## config.mk

```make
export PLATFORM = sky130hd
export DESIGN_NAME = ysyx_22050058_ctrl
export DESIGN_NICKNAME = d
export VERILOG_FILES = /design/src/rtl/ysyx_22050058_ctrl_pkg.sv /design/src/rtl/ysyx_22050058_satcnt.sv /design/src/rtl/ysyx_22050058_ctrl.sv
export SDC_FILE = /design/constraint.sdc
export NUM_CORES = 1
export LEC_CHECK = 0
export BUFFER_PORTS_ARGS = -buffer_cell sky130_fd_sc_hd__buf_4
export CORE_ASPECT_RATIO = 0.9
export CORE_UTILIZATION = 48
export CTS_BUF_LIST = sky130_fd_sc_hd__clkbuf_4 sky130_fd_sc_hd__clkbuf_8 sky130_fd_sc_hd__clkbuf_16
export CTS_CLUSTER_DIAMETER = 50
export DETAILED_ROUTE_END_ITERATION = 12
export PLACE_DENSITY = 0.77
export SYNTH_ARGS = -nofsm -noshare
export SYNTH_HDL_FRONTEND = slang
export SYNTH_HIERARCHICAL = 1
export SYNTH_SLANG_ARGS = --single-unit
export TNS_END_PERCENT = 1
```

## constraint.sdc

```tcl
create_clock -name clk -period 2.5 [get_ports clk]
set_input_delay 0.5 -clock clk [delete_from_list [all_inputs] [get_ports clk]]
set_output_delay 0.5 -clock clk [all_outputs]
set_load 0.01 [all_outputs]
```

## src/rtl/ysyx_22050058_ctrl_pkg.sv

```systemverilog
// Shared constants and helpers for the pipeline control block: stage indices,
// the stall bus type and the stall-priority / bubble helpers.
package ysyx_22050058_ctrl_pkg;

  localparam int STAGE_PC    = 0;
  localparam int STAGE_IFID  = 1;
  localparam int STAGE_IDEX  = 2;
  localparam int STAGE_EXMEM = 3;
  localparam int STAGE_MEMWB = 4;

  localparam int STALL_BUS_W = 5;

  localparam logic STALL_ENABLE  = 1'b1;
  localparam logic STALL_DISABLE = 1'b0;
  localparam logic IS_JUMP       = 1'b1;
  localparam logic NO_JUMP       = 1'b0;

  typedef logic [STALL_BUS_W-1:0] stall_bus_t;

  typedef struct packed {
    logic mem_req;
    logic ex_req;
    logic id_req;
    logic if_req;
  } stall_req_t;

  // Deepest requesting stage wins; everything at or before it holds.
  function automatic stall_bus_t stall_of(input stall_req_t req);
    stall_bus_t s;
    s = {STALL_BUS_W{STALL_DISABLE}};
    if (req.mem_req)     s = {5{STALL_ENABLE}};
    else if (req.ex_req) s = 5'b01111;
    else if (req.id_req) s = 5'b00111;
    else if (req.if_req) s = 5'b00011;
    return s;
  endfunction

  // The register just past the highest held one gets a bubble, unless
  // MEM/WB itself holds (nothing downstream to protect).
  function automatic stall_bus_t bubble_of(input stall_bus_t s);
    stall_bus_t b;
    b = '0;
    if (s[STAGE_MEMWB])      b = '0;
    else if (s[STAGE_EXMEM]) b[STAGE_MEMWB] = 1'b1;
    else if (s[STAGE_IDEX])  b[STAGE_EXMEM] = 1'b1;
    else if (s[STAGE_IFID])  b[STAGE_IDEX]  = 1'b1;
    else if (s[STAGE_PC])    b[STAGE_IFID]  = 1'b1;
    return b;
  endfunction

endpackage

```

## src/rtl/ysyx_22050058_satcnt.sv

```systemverilog
// Saturating up-counter with synchronous clear; used for the stall and
// redirect performance counters.
module ysyx_22050058_satcnt #(
  parameter int W = 32
) (
  input  logic         clk,
  input  logic         rst,
  input  logic         inc,
  input  logic         clr,
  output logic [W-1:0] cnt
);

  logic [W-1:0] cnt_q;

  // NOTE: sequential state uses non-blocking assignments so every flop
  // samples pre-edge values regardless of block evaluation order.
  always_ff @(posedge clk or posedge rst) begin
    if (rst) begin
      cnt_q <= '0;
    end else if (clr) begin
      cnt_q <= '0;
    end else if (inc && (cnt_q != {W{1'b1}})) begin
      cnt_q <= cnt_q + {{(W-1){1'b0}}, 1'b1};
    end
  end

  assign cnt = cnt_q;

endmodule

```

## src/rtl/ysyx_22050058_ctrl.sv

```systemverilog
// Pipeline control: merges stage stall requests and EX branch resolution into
// hold/bubble vectors and a PC redirect, parking redirects fetch cannot take.
module ysyx_22050058_ctrl
  import ysyx_22050058_ctrl_pkg::*;
#(
  parameter int ADDR_W = 64,
  parameter int CNT_W  = 32
) (
  input  logic              clk,
  input  logic              rst,
  input  logic              if_stall_ifreq_i,
  input  logic              id_stall_idreq_i,
  input  logic              ex_stall_exreq_i,
  input  logic              mem_stall_memreq_i,
  input  logic              ex_isjump_i,
  input  logic [ADDR_W-1:0] ex_jumpaddr_i,
  output logic [4:0]        ctrl_stall_o,
  output logic [4:0]        ctrl_flush_o,
  output logic              ctrl_redirect_valid_o,
  output logic [ADDR_W-1:0] ctrl_redirect_pc_o,
  output logic              ctrl_pending_o,
  output logic [CNT_W-1:0]  ctrl_stall_cnt_o,
  output logic [CNT_W-1:0]  ctrl_flush_cnt_o
);

  localparam logic [0:0] S_IDLE = 1'b0;
  localparam logic [0:0] S_PEND = 1'b1;

  logic [0:0]        pend_q, pend_d;
  logic [ADDR_W-1:0] pend_pc_q, pend_pc_d;

  stall_req_t        req;
  stall_bus_t        stall_raw, flush_raw;
  logic              jump_take;
  logic              redirect_valid;
  logic [ADDR_W-1:0] redirect_pc;
  logic [CNT_W-1:0]  stall_cnt, flush_cnt;

  assign req = '{mem_req: mem_stall_memreq_i, ex_req: ex_stall_exreq_i,
                 id_req: id_stall_idreq_i, if_req: if_stall_ifreq_i};

  // A jump only counts when the instruction in EX actually moves on.
  assign jump_take = (ex_isjump_i == IS_JUMP) && (stall_raw[STAGE_EXMEM] == STALL_DISABLE);

  // NOTE: every signal written here gets a default first, so no path leaves
  // it unassigned and no latch is inferred.
  always_comb begin
    stall_raw      = stall_of(req);
    flush_raw      = bubble_of(stall_raw);
    redirect_valid = NO_JUMP;
    redirect_pc    = pend_pc_q;
    pend_d         = pend_q;
    pend_pc_d      = pend_pc_q;

    if (jump_take) begin
      // A new jump takes priority even over a parked one.
      flush_raw[STAGE_IFID] = 1'b1;
      flush_raw[STAGE_IDEX] = 1'b1;
      if (if_stall_ifreq_i) begin
        pend_d    = S_PEND;
        pend_pc_d = ex_jumpaddr_i;
      end else begin
        redirect_valid = 1'b1;
        redirect_pc    = ex_jumpaddr_i;
        pend_d         = S_IDLE;
      end
    end else if (pend_q == S_PEND) begin
      // Whatever fetch returns while parked is wrong-path.
      flush_raw[STAGE_IFID] = 1'b1;
      if (!if_stall_ifreq_i) begin
        redirect_valid = 1'b1;
        pend_d         = S_IDLE;
      end
    end
  end

  always_ff @(posedge clk or posedge rst) begin
    if (rst) begin
      pend_q    <= S_IDLE;
      pend_pc_q <= '0;
    end else begin
      pend_q    <= pend_d;
      pend_pc_q <= pend_pc_d;
    end
  end

  // Squash beats hold: a bubbled register must not keep its old contents.
  assign ctrl_stall_o          = rst ? '0 : (stall_raw & ~flush_raw);
  assign ctrl_flush_o          = rst ? '0 : flush_raw;
  assign ctrl_redirect_valid_o = rst ? 1'b0 : redirect_valid;
  assign ctrl_redirect_pc_o    = rst ? '0 : (redirect_valid ? redirect_pc : '0);
  assign ctrl_pending_o        = rst ? 1'b0 : pend_q[0];
  assign ctrl_stall_cnt_o      = rst ? '0 : stall_cnt;
  assign ctrl_flush_cnt_o      = rst ? '0 : flush_cnt;

  ysyx_22050058_satcnt #(.W(CNT_W)) u_stall_cnt (
    .clk (clk),
    .rst (rst),
    .inc (ctrl_stall_o[STAGE_PC]),
    .clr (1'b0),
    .cnt (stall_cnt)
  );

  ysyx_22050058_satcnt #(.W(CNT_W)) u_flush_cnt (
    .clk (clk),
    .rst (rst),
    .inc (ctrl_redirect_valid_o),
    .clr (1'b0),
    .cnt (flush_cnt)
  );

  a_no_jump_while_pending : assert property (
    @(posedge clk) disable iff (rst) !((pend_q == S_PEND) && jump_take));

endmodule

```

; Word-level counts from Yosys, hierarchy flattened
; Cells that the tools add are included.
[word_totals]
in_bits = 71
reg_bits = 129
[op_classes]
n_eq_ne = 2
bitwise = 3
n_mux = 31
addsub = 2
n_reduce_logical = 4
[op_table]
columns = operator, n
row1 = 2-to-1 mux 64 bit, 4
row2 = adder 32 x 1 -> 32 bit (second input constant), 2
row3 = 2-to-1 mux 32 bit, 2
row4 = inequality test 32 bit (second input constant), 2
row5 = 2-to-1 mux 1 bit, 16
row6 = 2-to-1 mux 5 bit, 3
row7 = 2-to-1 mux 4 bit, 2
row8 = 2-to-1 mux 3 bit, 2
row9 = AND 5 bit, 1
row10 = inverter 5 bit, 1
row11 = 2-to-1 mux 2 bit, 2
row12 = logical AND 1 bit, 3
row13 = AND reduction 2 bit, 1
row14 = inverter 1 bit, 1

; Longest topological paths before layout
[logic_depth]
depth_word = 15
mapped_depth = 11
depth_no_buf = 8

; Cells and area by module
; The synthesis kept the hierarchy.
[modules_own_cells]
columns = mod, seq_area_each_um2, cells_per_inst, area_each_um2, instances
row1 = ysyx_22050058_ctrl, 1626.6, 449, 3960.0, 1
row2 = ysyx_22050058_satcnt at u_stall_cnt, 800.8, 195, 1826.8, 1
row3 = ysyx_22050058_satcnt at u_flush_cnt, 800.8, 186, 1740.4, 1

; Least setup slack after synthesis
; No wires, ideal clock.
[synth_path]
path_kind = input to register
start = input port mem_stall_memreq_i
end = register u_flush_cnt.cnt_q[19] (netlist: u_flush_cnt/cnt[19])
stages = 11
setup_time_ns = 0.077
arrival_ns = 2.636
required_time_ns = 2.423
path_slack_ns = -0.213
cell_sequence = nor3b_2 > o21ai_0 > buf_2 > buf_2 > inv_1 > nand4_1 > nor3_1 > o311ai_1 > buf_2 > or4_1 > a21oi_1
[synth_via]
elab_chain_len = 6
[synth_lines]
columns = element, line
row1 = "start, declared", ysyx_22050058_ctrl.sv:14  ; input logic mem_stall_memreq_i,
row2 = 2-to-1 mux 5 bit, ysyx_22050058_ctrl_pkg.sv:31  ; if (req.mem_req) s = {5{STALL_ENABLE}};
row3 = inverter 1 bit, ysyx_22050058_ctrl.sv:43  ; assign jump_take = (ex_isjump_i == IS_JUMP) && (stall_raw[STAGE_EXMEM] == STALL_DISABLE);
row4 = logical AND 1 bit, ysyx_22050058_ctrl.sv:43
row5 = 2-to-1 mux 1 bit, ysyx_22050058_ctrl.sv:55  ; if (jump_take) begin
row6 = 2-to-1 mux 1 bit, ysyx_22050058_ctrl.sv:90  ; assign ctrl_redirect_valid_o = rst ? 1'b0 : redirect_valid;
row7 = net ctrl_redirect_valid_o, ysyx_22050058_ctrl.sv:19  ; output logic ctrl_redirect_valid_o,
row8 = logical AND 1 bit, ysyx_22050058_satcnt.sv:22  ; end else if (inc && (cnt_q != {W{1'b1}})) begin
row9 = "end signal, assigned", ysyx_22050058_satcnt.sv:23  ; cnt_q <= cnt_q + {{(W-1){1'b0}}, 1'b1};
row10 = "end, declared", ysyx_22050058_satcnt.sv:13  ; logic [W-1:0] cnt_q;
; The timed path passes the listed nets, and every way through them passes these cells.
; A chain may end at the register's enable or synchronous reset.

; Worst setup path after layout
[layout_path]
start = register u_flush_cnt.cnt_q[1] (netlist: u_flush_cnt/cnt[1])
end = register u_flush_cnt.cnt_q[30] (netlist: u_flush_cnt/cnt[30])
[layout_via]
elab_chain_len = 2
elab_cells_between_ends = 3
[layout_lines]
columns = element
row1 = "parallel branches: the longest is 2 deep, another holds adder 32 x 1 -> 32 bit"
; Several ways; the timed one is not identified.

==> reports/qor_table.md <==
| Metric | This run | Unit |
|:---|:---|:---|
| Cell depth of the worst flop-to-flop path | 6 | - |
| Inserted Clock Buffers | 17 | - |
| Horizontal extent of the die | 134 | µm |
| Layout net count | 1,114 | - |
| Capturing element of the worst setup path | u_flush_cnt/cnt[30]$_DFFE_PP0P_ | - |
| Reg2reg setup slack | 110 | ps |
| MaxCap Viol Count | 0 | - |
| Count of port buffers added during placement | 209 | - |
| Setup repair after global routing missed its margin | yes | - |
| Max Buffers Root-to-Sink | 2 | - |
| Root buffer cell | clkbuf_16 | - |
| Mapped Area | 0.00753 | mm² |
| Pin count of the biggest net entering global routing | 77 | - |
| Worst setup EP type | flop | - |
| Leak pwr | 4.46 | nW |
| Cell type with the highest aggregate area in the netlist | dfrtp_1 | - |
| Status | complete, no violations | - |
| Antenna violations before repair | 0 | - |
| Clock sinks | 129 | - |
| Fraction of registers with async set/reset | 100 | % |
| Startpoint of the lowest-slack register-to-register path | u_flush_cnt/cnt[1]$_DFFE_PP0P_ | - |
| Final Core Density | 65.0 | % |
| CP required | 2840 | ps |
| Count of filler cells inserted in the layout | 1,288 | - |
| Post-Syn Instances | 830 | - |
| Number of buffers and inverters on the critical path | 0 | - |
| Area of the die | 0.0162 | mm² |
| Clock period minus final worst setup slack | 2390 | ps |
| Net switching component of the power | 1.35 | mW |
| Critical-path cell list | ha_1, nand2_1, or4_4, or3_4, or4_1, a21oi_1 | - |
| Global Route Usage Sum | 24.4 | % |
| Finish-stage setup viols | 0 | - |
| EDFF count, synth | 0 | - |
| Setup crit start kind | flop | - |
| Stages on the worst setup path | 6 | - |
| Via count of the first global-routing pass | 6,278 | - |
| Instance area after placement | 0.00935 | mm² |
| Sum of overflow across all layers after global routing | 0 | - |
| Transition at the pin with the smallest max-transition slack | 774 | ps |
| Worst stage delay on the critical path | 500 | ps |
| Number of antenna diodes | 0 | - |
| Register share of total power | 43.5 | % |
| Routed via count | 6,988 | - |
| Setup TNS | 0 | ps |
| Power density of the placed cells | 561 | mW/mm² |
| Final-report hold violation count | 0 | - |
| Data arrival, critical path | 2740 | ps |
| Mean area per synthesized cell | 9.07 | µm² |
| DRT Pass-1 Iters | 5 | - |
| R2R Path End | u_flush_cnt/cnt[30]$_DFFE_PP0P_ | - |
| TritonCTS clock tree | yes | - |
| Clk_lat worst skew | 420 | ps |
| Maximum clock frequency | 418 | MHz |
| Drt total wl | 20,100 | µm |
| Placeable core region | 0.0154 | mm² |
| Layout overhead on the synthesized area | 33.0 | % |
| Routed Antenna Nets | 0 | - |
| Type of the worst setup path | flop to flop | - |
| Standard cell with the maximum stage delay on the critical path | or4_1 | - |
| Routability Congestion | 0.798 | - |
| Family with the most delay on the worst path | simple AND/OR/NAND/NOR gates | - |
| H-tree level count | 4 | - |
| Internal power | 4.26 | mW |
| Die span in y | 121 | µm |
| Number of violations reported at the end of detailed-routing iteration 0 | 426 | - |
| Origin of the worst setup path | u_flush_cnt/cnt[1]$_DFFE_PP0P_ | - |
| Share of cells above drive strength 1 | 32.5 | % |
| Synth warnings | 6 | - |
| Commonest register cell after synthesis | dfrtp_1 | - |
| Pins over their slew limit | 0 | - |
| First-pass GRT wire length | 31,400 | µm |
| Critical path peak fanout | 14 | - |
| Type of the tightest min-delay check | input port to flop | - |
| Mean routed wirelength per cell | 16.0 | µm |
| Area contributors post-synth | dfrtp_1, nand2_1, a21oi_1, mux2_2, nor2b_1 | - |
| Worst slew margin | 48.0 | % |
| Part of the total power dissipated in the clock network | 43.8 | % |
| Max Clock Skew | 8.31 | ps |
| Number of top-level pins | 211 | - |
| Hold-fix buffer count after cts | 0 | - |
| Post-CTS setup buffer count | 0 | - |
| Number of synthesized register bits | 129 | - |
| Average vias per placed instance | 5.56 | - |
| Final Cell Area | 0.0100 | mm² |
| Share of total power in combinational logic | 12.7 | % |
| Count of unresolved DRC violations after routing | 0 | - |
| Final HPWL DP | 13,200 | µm |
| Standard-cell row count | 43 | - |
| Clock-pin slew on the worst setup and hold paths | 60 | ps |
| Final Cycle Share | 95.8 | % |
| Starting Density | 48.9 | % |
| Proportion of synthesized chip area in sequential cells | 42.9 | % |
| Netlist cell types | 54 | - |
| IR drop worst, VDD | 0.444 | mV |
| Share of Yosys cell area claimed by the top area cell type | 42.9 | % |
| Net switching share of the total power | 24.1 | % |
-- metal layers --
layer | part of all wire [%] | routed length [µm] | up-vias | global-route usage, %
met4 | 1.6 | 324 | 0 | 7.32
li1 | - | - | 3370 | -
met2 | 48 | 9710 | 203 | 39.4
met1 | 44 | 8930 | 3392 | 32.5
met3 | 5.5 | 1110 | 23 | 5.87
met5 | 0 | 0 | - | 0
-- Yosys cell counts (8+ instances only) --
cell	n
mux2_2	47
clkbuf_1	21
buf_2	14
nor2_1	31
o31ai_1	24
xor2_1	8
inv_1	18
buf_6	16
dfrtp_1	129
nand4_1	13
nor2b_1	68
nand2_1	150
nand3_1	19
or4_1	23
o21ai_0	20
mux2_1	18
a21oi_1	112
or3_1	23
-- per-stage QoR --
stage	instances	setup slack [ps]	power [mW]	hold WS (ps)
6_report	1256	105	5.61	310
5_1_grt	1256	-10.8	5.86	297
4_1_cts	1254	35.7	5.64	297
3_5_place_dp	1222	25.8	3.17	475
3_3_place_gp	1222	26.0	3.14	467
2_1_floorplan	836	-19.2	2.89	458
-- area by class of cell --
cell class / count / area [µm²] / share of cell area [%]
multi-input combinational: 636 / 3960 / 39.5
clock buffer: 22 / 488 / 4.88
inverter: 18 / 73.8 / 0.738
tap: 202 / 253 / 2.53
clock inverter: 10 / 108 / 1.08
timing repair buffer: 239 / 1900 / 19.0
sequential: 129 / 3230 / 32.3
-- worst reg2reg max path, stage by stage (launching register included) --
cell	delay (ps)
dfrtp_1	400
ha_1	230
nand2_1	120
or4_4	480
or3_4	430
or4_1	500
a21oi_1	170
-- registers in the layout, summed over array words and instances, names as in the netlist --
signal / count
pend_pc_q: 64
u_flush_cnt/cnt: 32
u_stall_cnt/cnt: 32
pend_q: 1
-- logic make-up (layout without fill, tap and decap cells) --
group | Yosys count | in the layout | synth area share, %
AO/OA/AOI/OAI | 174 | 174 | 13.2
XOR/XNOR | 15 | 15 | 1.75
adder cells (fa/ha/maj) | 2 | 2 | 0.332
buffers and inverters | 71 | 289 | 5.42
flip-flops | 129 | 129 | 42.9
multiplexers | 67 | 67 | 9.99
other | 1 | 7 | 0.0498
AND/OR/NAND/NOR | 371 | 371 | 26.4
-- power groups by stage --
stage | registers [mW] | clock network [mW] | logic (mW)
final | 2.44 | 2.46 | 0.712
after global routing | 2.47 | 2.60 | 0.790
after CTS | 2.44 | 2.50 | 0.707
after detailed placement | 2.47 | 0 | 0.700
after global placement | 2.46 | 0 | 0.678
after floorplan | 2.44 | 0 | 0.452
-- placed cells by master, fill, tap and decap left out, types with 4 or more instances in the layout --
master	instances
or4_1	23
nand4_1	13
mux2_1	18
clkinv_2	5
and4_1	5
or3_1	23
xor2_1	8
nor2b_1	68
buf_4	230
nor3_1	6
inv_1	16
a21oi_1	112
buf_12	5
o31ai_1	24
mux2_2	47
nand2_1	150
clkinvlp_4	4
dfrtp_1	128
nor2_1	31
xnor2_1	7
clkbuf_16	19
nand3_1	19
conb_1	7
nor4_1	7
o21ai_0	19
clkbuf_8	4
-- worst min path at each step --
stage / endpoint / start / slack, ps / cells past startpoint
6_report: pend_pc_q[11]$_DFFE_PP0P_ / ex_jumpaddr_i[11] / 310 / 2
5_1_grt: pend_pc_q[44]$_DFFE_PP0P_ / ex_jumpaddr_i[44] / 300 / 2
4_1_cts: pend_pc_q[11]$_DFFE_PP0P_ / ex_jumpaddr_i[11] / 300 / 2
3_5_place_dp: pend_pc_q[27]$_DFFE_PP0P_ / pend_pc_q[27]$_DFFE_PP0P_ / 470 / 1
3_3_place_gp: pend_pc_q[1]$_DFFE_PP0P_ / pend_pc_q[1]$_DFFE_PP0P_ / 470 / 1
2_1_floorplan: pend_pc_q[0]$_DFFE_PP0P_ / pend_pc_q[0]$_DFFE_PP0P_ / 460 / 1
-- what timing repair did --
| item | 4_1_cts | 5_1_grt |
|---|---|---|
| resized for setup | 1 | 5 |
| endpoints found under the setup margin | 7 | 28 |
| cloned | 0 | 2 |
| pin swaps | 0 | 1 |
Note: power is estimated with default switching activity, not from simulation.
